[src/rtl/mem_stage.sv]
// MEM stage of the 5-stage MIPS pipeline: branch/jump redirect, data-memory
// access over a req/ready handshake with timeout, and the MEM/WB register.
module mem_stage #(
    parameter int MAX_WAIT = 16
) (
    input  logic        clk,
    input  logic        rst,
    input  logic [4:0]  in_write_reg,
    input  logic [31:0] in_write_data,
    input  logic [31:0] in_alu_result,
    input  logic        in_zero,
    input  logic [31:0] in_pc,
    input  logic [31:0] in_pc_jump,
    input  logic [27:0] in_jump_inst,
    input  logic        in_branch,
    input  logic        in_mem_read,
    input  logic        in_mem_write,
    input  logic        in_reg_write,
    input  logic        in_mem_reg,
    input  logic        in_jump,
    output logic        dmem_req,
    output logic        dmem_we,
    output logic [31:0] dmem_addr,
    output logic [31:0] dmem_wdata,
    input  logic        dmem_ready,
    input  logic [31:0] dmem_rdata,
    output logic        stall,
    output logic        pc_src,
    output logic [31:0] pc_target,
    output logic [4:0]  out_write_reg,
    output logic [31:0] out_read_data,
    output logic [31:0] out_alu_result,
    output logic        out_reg_write,
    output logic        out_mem_reg,
    output logic        mem_err
);

    localparam logic [1:0] S_IDLE  = 2'd0;
    localparam logic [1:0] S_WAIT  = 2'd1;
    localparam logic [1:0] S_ABORT = 2'd2;

    localparam logic [7:0] MAX_WAIT_L = 8'(MAX_WAIT);

    logic [1:0] state;
    logic [7:0] wait_cnt;
    logic [7:0] wait_cnt_inc;
    logic       access;
    logic       load_done;

    assign access       = in_mem_read | in_mem_write;
    assign dmem_req     = access && (state != S_ABORT);
    assign dmem_we      = in_mem_write;
    assign dmem_addr    = in_alu_result;
    assign dmem_wdata   = in_write_data;
    assign stall        = dmem_req && !dmem_ready;
    // A read-and-write instruction is treated as a store, so it never returns data.
    assign load_done    = dmem_req && dmem_ready && !in_mem_write;
    assign wait_cnt_inc = wait_cnt + 8'd1;

    assign pc_src    = ((in_branch & in_zero) | in_jump) & ~stall;
    assign pc_target = in_jump ? {in_pc[31:28], in_jump_inst} : in_pc_jump;

    // The abort threshold counts stalled cycles, so an access stalls at most
    // MAX_WAIT cycles before the single ABORT cycle releases the pipeline.
    always_ff @(posedge clk) begin
        if (!rst) begin
            state    <= S_IDLE;
            wait_cnt <= 8'd0;
            mem_err  <= 1'b0;
        end else begin
            case (state)
                S_IDLE: begin
                    if (access && !dmem_ready) begin
                        wait_cnt <= 8'd1;
                        if (MAX_WAIT_L <= 8'd1) begin
                            state   <= S_ABORT;
                            mem_err <= 1'b1;
                        end else begin
                            state <= S_WAIT;
                        end
                    end
                end
                S_WAIT: begin
                    if (dmem_ready) begin
                        state    <= S_IDLE;
                        wait_cnt <= 8'd0;
                    end else begin
                        wait_cnt <= wait_cnt_inc;
                        if (wait_cnt_inc >= MAX_WAIT_L) begin
                            state   <= S_ABORT;
                            mem_err <= 1'b1;
                        end
                    end
                end
                S_ABORT: begin
                    state    <= S_IDLE;
                    wait_cnt <= 8'd0;
                end
                default: begin
                    state    <= S_IDLE;
                    wait_cnt <= 8'd0;
                end
            endcase
        end
    end

    // MEM/WB register: a stall inserts a bubble, an aborted access is squashed.
    always_ff @(posedge clk) begin
        if (!rst) begin
            out_write_reg  <= 5'd0;
            out_read_data  <= 32'd0;
            out_alu_result <= 32'd0;
            out_reg_write  <= 1'b0;
            out_mem_reg    <= 1'b0;
        end else if (stall) begin
            out_reg_write <= 1'b0;
            out_mem_reg   <= 1'b0;
        end else begin
            out_write_reg  <= in_write_reg;
            out_alu_result <= in_alu_result;
            out_mem_reg    <= in_mem_reg;
            out_reg_write  <= in_reg_write && (state != S_ABORT);
            out_read_data  <= load_done ? dmem_rdata : 32'd0;
        end
    end

endmodule

[config.mk]
export PLATFORM = sky130hd
export DESIGN_NAME = mem_stage
export DESIGN_NICKNAME = d
export VERILOG_FILES = /design/src/rtl/mem_stage.sv
export SDC_FILE = /design/constraint.sdc
export NUM_CORES = 1
export LEC_CHECK = 0
export BUFFER_PORTS_ARGS = -buffer_cell sky130_fd_sc_hd__clkbuf_2
export CORE_AREA = 2 2 145 147
export DETAILED_ROUTE_END_ITERATION = 10
export DIE_AREA = 0 0 147 149
export GPL_ROUTABILITY_DRIVEN = 0
export PLACE_DENSITY = 0.47
export SLEW_MARGIN = 10
export SYNTH_ARGS = -nofsm -noshare
export SYNTH_HDL_FRONTEND = slang
export SYNTH_SLANG_ARGS = --single-unit
[constraint.sdc]
create_clock -name clk -period 1.5 [get_ports clk]
set_clock_uncertainty 0.2 [all_clocks]
set_input_delay 0.15 -clock clk [delete_from_list [all_inputs] [get_ports clk]]
set_output_delay 0.15 -clock clk [all_outputs]
set_load 0.005 [all_outputs]
## After elaboration in Yosys (flattened, before gate mapping)

Cells that the tools add are included.

| storage, ports and cells | value |
|---|---|
| output and inout port bits | 172 |
| register bits after elaboration | 82 |
| input port bits | 203 |
| logic and storage cells | 42 |

| cells by class | value |
|---|---|
| bitwise logic cells | 7 |
| mux-type cells | 9 |
| equality and inequality tests | 4 |
| reductions and logical operators | 12 |
| $lt $le $gt $ge | 1 |
| $add $sub $neg | 1 |

Operator list:

| cell | number |
|---|---|
| 2-to-1 mux 32 bit | 2 |
| 2-to-1 mux 8 bit | 2 |
| one-hot mux 8 bit (2 select lines) | 1 |
| adder 8 x 1 -> 8 bit, second input constant | 1 |
| greater-or-equal comparator 8 x 5 -> 1 bit, second input constant | 1 |
| logical AND 1 bit | 6 |
| 2-to-1 mux 2 bit | 3 |
| != test 2 bit, second input constant | 2 |
| one-hot mux 2 bit (2 select lines) | 1 |
| != test 3 bit, second input constant | 1 |
| NOT 1 bit | 3 |
| AND reduction 3 bit | 1 |
| AND 1 bit | 2 |
| == test 2 x 1 -> 1 bit, second input constant | 1 |
| logical NOT 1 bit | 2 |
| logical NOT 2 bit | 1 |
| OR 1 bit | 2 |
| AND reduction 2 bit | 1 |
| OR reduction 2 bit | 1 |

## Longest topological paths before layout

| logic depth | value |
|---|---|
| word-level depth | 5 |
| gate-level depth with buffers | 6 |
| mapped depth without buffers | 5 |

## Least setup slack after synthesis

No wires, ideal clock.

| timing | value |
|---|---|
| kind | reg2reg |
| from | reg state[1] |
| to | reg out_alu_result[0] |
| library setup time | 0.132 ns |
| data required time | 1.168 ns |
| arrival | 1.285 ns |
| stages on the path, launching flop included | 7 |
| setup slack | -0.117 ns |
| cells stage by stage | dfxtp_1 nor2b_2 or3_4 buf_4 buf_2 nand2_1 a21oi_1 |

| between the ends | value |
|---|---|
| word-level cells in the longest chain between the ends | 3 |

RTL lines:

| what | line | text |
|---|---|---|
| start: declaration | 44 | `logic [1:0] state;` |
| start signal: assignment | 67 | `state <= S_IDLE;` |
| start signal: assignment | 76 | `state <= S_ABORT;` |
| start signal: assignment | 79 | `state <= S_WAIT;` |
| != test 2 bit | 51 | `assign dmem_req = access && (state != S_ABORT);` |
| logical AND 1 bit | 51 |  |
| logical AND 1 bit | 55 | `assign stall = dmem_req && !dmem_ready;` |
| end signal: assignment | 120 | `out_alu_result <= in_alu_result;` |
| end: declaration | 32 | `output logic [31:0] out_alu_result,` |

No other way between the ends.
A chain may end at the register's enable or synchronous reset.

## Final worst setup path

| timing | value |
|---|---|
| from | reg state[1] |
| to | out pc_src |

| between the ends | value |
|---|---|
| word-level cells in the longest chain between the ends | 5 |

RTL lines:

| what | line | text |
|---|---|---|
| != test 2 bit | 51 |  |
| logical AND 1 bit | 51 |  |
| logical AND 1 bit | 55 |  |
| NOT 1 bit | 60 | `assign pc_src = ((in_branch & in_zero) \| in_jump) & ~stall;` |
| AND 1 bit | 60 |  |
| end: declaration | 28 | `output logic pc_src,` |

No other way between the ends.

==> flow_summary.ini <==
[timing]
hold_viol_final = 0
maxSlewHeadroom_pct = 79.65
setup_violations = 79
worst_slew_pin_slew_ns = 0.3030
rsz0062_at_grt = yes
fin_ws_ns = -0.3162
finalCritPeriodShare_pct = 121.1
drv_slew = 0
period_needed_ns = 1.816
fmax_ghz = 0.5506

[setup_path]
arrival_ns = 1.47
start_kind = flip-flop
worstPathRequired_ns = 1.15
path_cells = nor2b_4 -> or3_4 -> inv_8 -> buf_12 -> nor2_4 -> clkbuf_2
end_kind = primary output
critPathMaxStageDelay_ns = 0.36
crit_type = reg2out
crit_path_max_fanout = 3
cp_slowest_cell = or3_4

[grt]
grt_max_degree = 43
grt-ovfl-total = 0
antenna_found_initial = 0
grt_first_pass_wirelength_mm = 23.23
grt_usage_pct = 14.04
grt_pass1_vias = 4057

[logic_synthesis]
seq_area_frac_synth_pct = 42.39
synthTopCellsByCount = 82 x dfxtp_1, 79 x nand2_1, 66 x buf_4, 43 x a21oi_1, 41 x nor2_1
synth.distinct_cells = 34
synth_ff_type = dfxtp_1
synth_cells = 447
netlist_area_sq_mm = 0.003872
synthesis.nets = 651
synth_area_leaders = dfxtp_1 42%, buf_4 13%, mux2_2 9.3%
synth_area_leader_cell = dfxtp_1
synth_area_per_cell_sq_um = 8.663
yosys.area_share.adder_pct = 0.3231
synth_top_cell_area_share_pct = 42.39
synthXorXnorAreaFrac_pct = 0
synth_top_family_by_area = buffers and inverters
synth-seq-cells = 82
yosysWarnings = 0
synth_mux_area_share_pct = 9.305
synth_edf_count = 0
synthSimpleGateAreaFrac_pct = 15.83
synth-compound-area-share_pct = 14.60
synth_most_common_cell = dfxtp_1
synthArstFlopShare_pct = 0

[place]
dp_hpwl_mm = 10.99
placed_cells = 946
io_buffers = 282
preCtsSetupSlack_ns = -0.1867
place_area_sq_mm = 0.005345

[route]
drt.antenna.violating_nets = 0
drc = 0
vias = 4397
first_iter_violations = 101
firstDrtPassIters = 4
vias_per_cell = 4.152
post_drt_wl_per_cell_um = 16.19
wl_mm = 17.15

[clocking]
cts_tree = built
cts-root-buf = clkbuf_16
clockBufferDepth = 2
htree_levels = 3
cts_made_buffers = 9
cts.sinks = 82
worstSkewPairLatency_ns = 0.35
clk_pin_slew_ns = 0.07

[cells_and_area]
reg.largest.list = out_alu_result: 32 flops, out_read_data: 32 flops, wait_cnt: 8 flops
final_util_pct = 34.66
layout.nets = 983
antennaDiodeCount = 0
drive_gt1_share_pct = 58.42
nFillCells = 2127
area_growth_pct = 84.01
fin_cells = 1059
fin_area_sq_mm = 0.007126

[floorplanning]
fp-row-count = 53
dieHeight_um = 149
initial_core_util_pct = 18.84
core_sq_mm = 0.02056
io_pins = 375
die_w_um = 147
dieArea_sq_mm = 0.02190

[flow_run]
drv_cap = 0

[pwr]
leakage_nw = 3.317
ir_drop_mv = 0.4796
power.density_mw_per_mm2 = 811.2

[outcome]
violations = negative setup slack
status = finished, violations left

[min_path]
hold_path_class = in2reg
## timing repair
action                                 CTS  global route
setup endpoints to repair               80            83
setup buffers                            8             4
gates resized for setup                 28            68
cloned                                   7             8
hold buffers                            72             0
endpoints found under the hold margin   74             0
pin swaps                               12            47
## worst paths after layout
check / cells after the start / endpoint / from / slack, ns
setup / recovery: 6 / pc_src / state[1] / -0.32
hold / removal: 4 / wait_cnt[5] / dmem_ready / 0.09
setup reg to reg: 8 / out_read_data[18] / state[1] / -0.29
hold reg to reg: 2 / out_alu_result[22] / out_alu_result[22] / 0.25
## area by class of cell
type	count	area, sq um	area share [%]
flip-flops and latches	82	1654	23.21
well taps	275	344.1	4.829
multi-input cells	267	1828	25.65
clock inverters	7	52.55	0.7375
clock buffers	9	225.2	3.161
inverters	5	26.28	0.3687
repair buffers	414	2995	42.04
## stage by stage
step	total power, mW	TNS [ns]	hold WS [ns]
after floorplan	2.852	-2.267	0.06801
after global placement	3.296	-6.821	0.1000
after detailed placement	3.293	-8.163	0.1000
after CTS	5.745	-19.04	0.06088
after global routing	6.041	-20.79	0.09574
final	5.780	-16.35	0.09300
## critical path, delay by kind of cell (launching register included)
kind	cells	cell delay (ns)
buffers and inverters	3	0.29
flip-flops	1	0.32
AND/OR/NAND/NOR	3	0.51
## cell families (layout without fill, tap and decap cells)
logic type               after synthesis  count (layout)
AO/OA/AOI/OAI                         90              90
adder cells (fa/ha/maj)                1               1
buffers and inverters                 98             435
flip-flops                            82              82
multiplexers                          32              32
AND/OR/NAND/NOR                      144             144
## placed cells by master (no fill, tap or decap), types with 4 or more instances in the layout
cell type / instances
a21oi_2: 16
a22oi_2: 14
buf_4: 29
a21oi_1: 27
a22oi_1: 19
clkbuf_16: 16
buf_16: 6
nor3_1: 4
buf_6: 6
mux2_2: 32
nor2_4: 5
nor2_1: 35
dlygate4sd3_1: 72
nand2_2: 7
buf_12: 8
nand2_1: 72
dfxtp_1: 78
clkbuf_2: 281
## power by group
part	switching [mW]	internal, mW	leakage (nW)
sequential	0.0521	2.26	0.674
combinational	0.583	0.765	2.51
clock	0.982	1.13	0.136
## per-layer routing
layer  track usage (%)  up-vias  routed length, um
met3             3.425       37               1105
li1                  -     2141                  -
met5                 0        -                  0
met2             25.28      195               8682
met1             16.01     2024               6937
met4             5.577        0                422
No activity file was read; power rests on OpenSTA's default activity.
